### config.mk
export PLATFORM = sky130hd
export DESIGN_NAME = fifo_param_flow
export DESIGN_NICKNAME = d
export VERILOG_FILES = /design/src/rtl/fifo_param_flow.sv
export SDC_FILE = /design/constraint.sdc
export NUM_CORES = 1
export LEC_CHECK = 0
export CAP_MARGIN = 20
export CELL_PAD_IN_SITES_DETAIL_PLACEMENT = 0
export CELL_PAD_IN_SITES_GLOBAL_PLACEMENT = 1
export CORE_MARGIN = 10
export CORE_UTILIZATION = 49
export CTS_CLUSTER_DIAMETER = 60
export DETAILED_ROUTE_END_ITERATION = 12
export MAX_ROUTING_LAYER = met4
export PLACE_DENSITY_LB_ADDON = 0.25
export SYNTH_ARGS = -nofsm -noshare
export SYNTH_HDL_FRONTEND = slang
export SYNTH_SLANG_ARGS = --single-unit
export TNS_END_PERCENT = 50
### constraint.sdc
create_clock -name clk -period 6.6 [get_ports clk]
set_input_delay 0.66 -clock clk [delete_from_list [all_inputs] [get_ports clk]]
set_output_delay 0.66 -clock clk [all_outputs]
set_load 0.01 [all_outputs]
### src/rtl/fifo_param_flow.sv
// Parametrised synchronous FIFO with occupancy count, programmable almost-empty/almost-full
// thresholds, hysteretic pause output and sticky, clearable overflow/underflow flags.
module fifo_param_flow #(
    parameter int unsigned DATA_WIDTH = 6,
    parameter int unsigned ADDR_WIDTH = 3
) (
    input  logic                  clk,
    input  logic                  reset,
    input  logic                  push,
    input  logic                  pop,
    input  logic [DATA_WIDTH-1:0] data_in,
    input  logic [ADDR_WIDTH:0]   ae_thresh,
    input  logic [ADDR_WIDTH:0]   af_thresh,
    input  logic                  err_clear,
    output logic [DATA_WIDTH-1:0] data_out,
    output logic                  data_valid,
    output logic [ADDR_WIDTH:0]   count,
    output logic                  fifo_empty,
    output logic                  fifo_full,
    output logic                  almost_empty,
    output logic                  almost_full,
    output logic                  pause,
    output logic                  overflow_err,
    output logic                  underflow_err,
    output logic                  fifo_error
);

    localparam int unsigned DEPTH = 2 ** ADDR_WIDTH;
    localparam logic [ADDR_WIDTH:0] FULL_COUNT = (ADDR_WIDTH + 1)'(DEPTH);

    logic [DATA_WIDTH-1:0] mem [DEPTH];
    logic [ADDR_WIDTH-1:0] wr_ptr;
    logic [ADDR_WIDTH-1:0] rd_ptr;
    logic                  rd_acc;
    logic                  wr_acc;
    logic [ADDR_WIDTH:0]   count_d;

    // A pop at full frees a slot in the same edge, so a simultaneous push is accepted.
    always_comb begin
        rd_acc  = pop & ~fifo_empty;
        wr_acc  = push & (~fifo_full | rd_acc);
        count_d = count + (ADDR_WIDTH + 1)'(wr_acc) - (ADDR_WIDTH + 1)'(rd_acc);
    end

    assign fifo_error = overflow_err | underflow_err;

    // Storage has no reset; stale words are unreachable until rewritten.
    always_ff @(posedge clk) begin
        if (wr_acc && !reset) begin
            mem[wr_ptr] <= data_in;
        end
    end

    always_ff @(posedge clk) begin
        if (reset) begin
            wr_ptr        <= '0;
            rd_ptr        <= '0;
            count         <= '0;
            data_out      <= '0;
            data_valid    <= 1'b0;
            fifo_empty    <= 1'b1;
            fifo_full     <= 1'b0;
            almost_empty  <= 1'b1;
            almost_full   <= 1'b0;
            pause         <= 1'b0;
            overflow_err  <= 1'b0;
            underflow_err <= 1'b0;
        end else begin
            if (wr_acc) begin
                wr_ptr <= wr_ptr + ADDR_WIDTH'(1);
            end
            if (rd_acc) begin
                data_out <= mem[rd_ptr];
                rd_ptr   <= rd_ptr + ADDR_WIDTH'(1);
            end
            data_valid   <= rd_acc;
            count        <= count_d;
            fifo_empty   <= (count_d == '0);
            fifo_full    <= (count_d == FULL_COUNT);
            almost_empty <= (count_d <= ae_thresh);
            almost_full  <= (count_d >= af_thresh);

            // Set has priority over clear when thresholds overlap.
            if (count_d >= af_thresh) begin
                pause <= 1'b1;
            end else if (count_d <= ae_thresh) begin
                pause <= 1'b0;
            end

            if (err_clear) begin
                overflow_err  <= 1'b0;
                underflow_err <= 1'b0;
            end else begin
                if (push && fifo_full && !rd_acc) begin
                    overflow_err <= 1'b1;
                end
                if (pop && fifo_empty) begin
                    underflow_err <= 1'b1;
                end
            end
        end
    end

endmodule

Yosys cells after proc, flatten, opt, wreduce, memory -nomap -nowiden
Memory sizes are Yosys's and may differ from the RTL's. A register that Yosys moved wholly into a read port is not among the register bits.
Index checks and enable logic that the tools add are counted.
{"block": "word_totals", "ff_bits": 18, "ramBits": 48, "output_inout_bits": 19, "word_cells": 38, "mem_count": 1}
{"name": "mem", "words": 8, "word_bits": 6, "read_ports": 1, "rd_clocked_by_memory_dff": 1, "write_ports": 1, "line": "31", "rtl": "logic [DATA_WIDTH-1:0] mem [DEPTH];"}
{"block": "op_classes", "addsub": 4, "order_cmp": 2, "n_eq_ne": 1, "mux": 4, "bitwise_logic": 6, "n_reduce_logical": 9}
{"op": "$add A3 B1 Y3 const B", "count": 2}
{"op": "$add A4 B1 Y4", "count": 1}
{"op": "$eq A4 B4 Y1 const B", "count": 1}
{"op": "$ge A4 B4 Y1", "count": 1}
{"op": "$le A4 B4 Y1", "count": 1}
{"op": "$logic_and A1 B1 Y1", "count": 4}
{"op": "$logic_not A4 Y1", "count": 1}
{"op": "$mux W1", "count": 4}
{"op": "$sub A4 B1 Y4", "count": 1}
{"op": "$and A1 B1 Y1", "count": 2}
{"op": "$logic_not A1 Y1", "count": 2}
{"op": "$not A1 Y1", "count": 2}
{"op": "$or A1 B1 Y1", "count": 2}
{"op": "$reduce_bool A2 Y1", "count": 1}
{"op": "$reduce_or A2 Y1", "count": 1}

Logic depth before layout (Yosys ltp)
{"block": "logic_depth", "depth_word": 9, "depth_mapped": 14, "ltp_nobuf": 14}

Worst setup path before layout
Ideal clock, no wire load.
{"block": "synth_timing", "kind": "input to register", "from": "input port pop", "to": "register pause", "setup_time_ns": 0.083, "t_arrival_ns": 3.233, "setup_slack_ns": 3.284, "cell_stages": 14, "path_buffers": 1, "cell_sequence": "nand2b_1 -> clkinv_1 -> buf_2 -> ha_1 -> inv_1 -> ha_1 -> and3_1 -> or3_1 -> nand2_1 -> inv_1 -> ha_1 -> a41o_1 -> a21o_1 -> o221ai_1"}
{"block": "synth_between", "elab_chain_cells": 7, "word_cells_on_any_way": 9, "classes_between": "add/sub (2); order compare (2); mux (1); bitwise (3); reduce/logical (1)"}
{"item": "start: declaration", "line": "10", "rtl": "input logic pop,"}
{"item": "$and A1 B1 Y1 *", "line": "40", "rtl": "rd_acc = pop & ~fifo_empty;"}
{"item": "net rd_acc", "line": "34", "rtl": "logic rd_acc;"}
{"item": "$or A1 B1 Y1", "line": "41", "rtl": "wr_acc = push & (~fifo_full | rd_acc);"}
{"item": "$and A1 B1 Y1", "line": "41"}
{"item": "$add A4 B1 Y4", "line": "42", "rtl": "count_d = count + (ADDR_WIDTH + 1)'(wr_acc) - (ADDR_WIDTH + 1)'(rd_acc);"}
{"item": "$sub A4 B1 Y4 *", "line": "42"}
{"item": "$ge A4 B4 Y1 / $le A4 B4 Y1 (equally long branches)", "line": "84, 86"}
{"item": "$mux W1 / $reduce_bool A2 Y1 (equally long branches)"}
{"item": "end signal: assignment", "line": "65", "rtl": "pause <= 1'b0;"}
{"item": "end signal: assignment", "line": "85", "rtl": "pause <= 1'b1;"}
{"item": "end signal: assignment", "line": "87", "rtl": "pause <= 1'b0;"}
{"item": "end: declaration", "line": "22", "rtl": "output logic pause,"}
Mark *: on every way through the listed nets, which the timed path passes. The rest lies on a longest branch.
A chain may end at the register's enable or synchronous reset.

Worst setup path in the final report
{"block": "layout_timing", "from": "input port pop", "to": "register pause"}
{"block": "layout_between", "elab_chain_cells": 7, "word_cells_on_any_way": 9, "classes_between": "add/sub (2); order compare (2); mux (1); bitwise (3); reduce/logical (1)"}
{"item": "$and A1 B1 Y1 *", "line": "40"}
{"item": "$or A1 B1 Y1", "line": "41"}
{"item": "$and A1 B1 Y1", "line": "41"}
{"item": "$add A4 B1 Y4", "line": "42"}
{"item": "$sub A4 B1 Y4 *", "line": "42"}
{"item": "$ge A4 B4 Y1 / $le A4 B4 Y1 (equally long branches)", "line": "84, 86"}
{"item": "$mux W1 / $reduce_bool A2 Y1 (equally long branches)"}
Mark *: on every way between the ends. The rest lies on a longest branch, timed or not.

==> flow_summary.ini <==
[cells_and_area]
mostFrequentLayoutCell = edfxtp_1
fill_cells = 454
ff_latch_area_mm2 = 0.00192
design_area_mm2 = 0.00371
num_antenna_cells = 0
finish.net_count = 278
fin_util_pct = 62.3
finalNonFillerCells = 325
multi_input_area_mm2 = 0.00103
final_cell_mix = 48 x edfxtp_1, 37 x clkdlybuf4s50_1, 24 x dfxtp_1, 16 x nor2_1, 14 x inv_1
drive_above_1_share_pct = 9.60
syn_to_final_growth_pct = 22.4

[die]
row_count = 28
num_io_pins = 38
die_x_um = 98.7
die_area_mm2 = 0.00974
die_h_um = 98.7
start_util_pct = 50.9
core-area_mm2 = 0.00596

[drt]
drtAntennaViolNets = 0
wirelength_um = 5570
drc = 0
viasPerCell = 5.32
dr.pass1.iters = 4
vias = 1730
avgRoutedWirePerCell_um = 17.2
drt-initial-drc-count = 79

[sta]
finalHoldViolCount = 0
setup-violations-final = 0
max_freq_ghz = 0.264
rsz0062_at_grt = no
tns_ns = 0
slew_headroom_pct = 32.0
final.period_utilization_pct = 57.4
tightest_slew_ns = 1.02
finalClockSkew_ns = 0.00770
drv_slew = 0
period_needed_ns = 3.79
hold_ws_ns = 0.502
layout_setup_ws_ns = 2.81

[place]
place_hpwl_um = 3760
dp.cells = 309
place_ws_ns = 2.45
post_dp_cell_area_mm2 = 0.00349
portBuffers = 37
place_congestion = 0.800

[global_routing]
grt_antenna_before_repair = 0
grt_pass1_vias = 1718
grt_pass1_wl_um = 9030
grt.overflow.total = 0
grt_max_degree = 32
grt_usage_pct = 12.4

[synth]
yosys_warnings = 0
yosysSeqAreaShare_pct = 63.3
postSynthCellCount = 202
synthArstFlopShare_pct = 0
synth.ff_latch_count = 72
synth-main-ff-cell = edfxtp_1
syn_area_mm2 = 0.00303
synth_cell_types = 37
syn_nets = 235
synth_edf_count = 48
syn_area_per_cell_um2 = 15.0

[run]
maxCapViolations = 0

[setup_path]
startpoint_type = input port
crit_arrival_ns = 4.04
cp_max_fo = 17
r2r_slack_ns = 3.18
end_kind = register
required_ns = 6.86
crit_type = in -> reg

[clocking]
clock_latency_ns = 0.34
cts_resized = 0
clkSlewWorstSetupHoldPaths_ns = 0.08
h-tree-depth = 3
cts_setup_buffers = 0
clk_path_buf_depth = 2
ctsHoldBuffers = 0
cts_tree = done
ctsRootBufferMaster = clkbuf_8
clock-sinks = 72
cts_buffers = 9

[outcome]
status = completed

[min_path]
min_path_type = reg -> reg

[pwr]
peakVddDrop_mv = 0.182
power.leakage_nw = 1.32
power_mw = 1.36
power_density_mw_per_mm2 = 365
cells in the mapped netlist (2+ instances only):
library cell	n	area, um^2
a211oi_1	7	52.6
a21o_1	2	15.0
a21oi_1	5	25.0
buf_2	3	15.0
clkbuf_1	3	11.3
dfxtp_1	24	480
edfxtp_1	48	1440
ha_1	13	163
inv_1	14	52.6
mux2i_1	6	60.1
mux4_1	12	315
nand2_1	8	30.0
nand2b_1	3	18.8
nor2_1	16	60.1
nor2b_1	3	18.8
nor3_1	3	15.0
nor4_1	2	12.5
nor4b_1	4	35.0
o211ai_1	2	15.0
o21ai_0	2	10.0
or3_1	3	18.8
xnor2_1	2	17.5
xor2_1	3	26.3
critical path: stages:
cell and delay (ns):
clkdlybuf4s50_1 0.42, nand2b_1 0.18, clkinv_1 0.43, ha_1 0.46, inv_1 0.04, ha_1 0.19, and3_1 0.19, or3_1 0.40
nand2_1 0.13, inv_1 0.07, ha_1 0.30, a41o_1 0.24, a21o_1 0.16, o221ai_1 0.17
cell families after synthesis:
logic type / count (synthesis) / share of synthesized area (%)
buffers and inverters: 23 / 3.55
multiplexers: 18 / 12.4
AO/OA/AOI/OAI: 24 / 5.57
AND/OR/NAND/NOR: 46 / 7.71
adder cells (fa/ha/maj): 14 / 6.02
XOR/XNOR: 5 / 1.44
flip-flops: 72 / 63.3
metal layers:
metal	vias to the layer above	part of all wire (%)	global-route usage [%]
met1	826	45	14.5
li1	856	-	-
met3	11	4.8	4.47
met4	0	1.9	5.95
met5	-	0	-
met2	37	48	18.8
final cells by class:
class                           count  share of cell area (%)
Sequential cell                    72                    51.8
Inverter                           15                    1.52
Clock inverter                      7                    2.53
Clock buffer                        9                    3.34
Tap cell                           75                    2.53
Timing Repair Buffer               40                    10.6
Multi-Input combinational cell    107                    27.7
path summary, 6_finish.rpt:
check / from / endpoint / depth (start not counted)
setup / recovery: pop / pause$_SDFFE_PP0P_ / 14
hold / removal: data_out[5]$_SDFFE_PP0P_ / data_out[5]$_SDFFE_PP0P_ / 2
hold reg to reg: data_out[5]$_SDFFE_PP0P_ / data_out[5]$_SDFFE_PP0P_ / 2
setup reg to reg: fifo_empty$_SDFF_PP1_ / pause$_SDFFE_PP0P_ / 13
sequential cells by signal, indices dropped and copies added (netlist names):
name           count
overflow_err       1
rd_ptr             3
underflow_err      1
almost_empty       1
count              4
wr_ptr             3
fifo_full          1
data_out           6
mem               48
almost_full        1
data_valid         1
fifo_empty         1
pause              1
report_power, final:
part	internal [mW]	total (mW)	leakage (nW)	switching [mW]
sequential	0.530	0.571	0.631	0.0410
combinational	0.208	0.405	0.577	0.197
clock	0.213	0.380	0.108	0.166
total	0.952	1.36	1.32	0.404
Power figures use the tool's default switching activity.
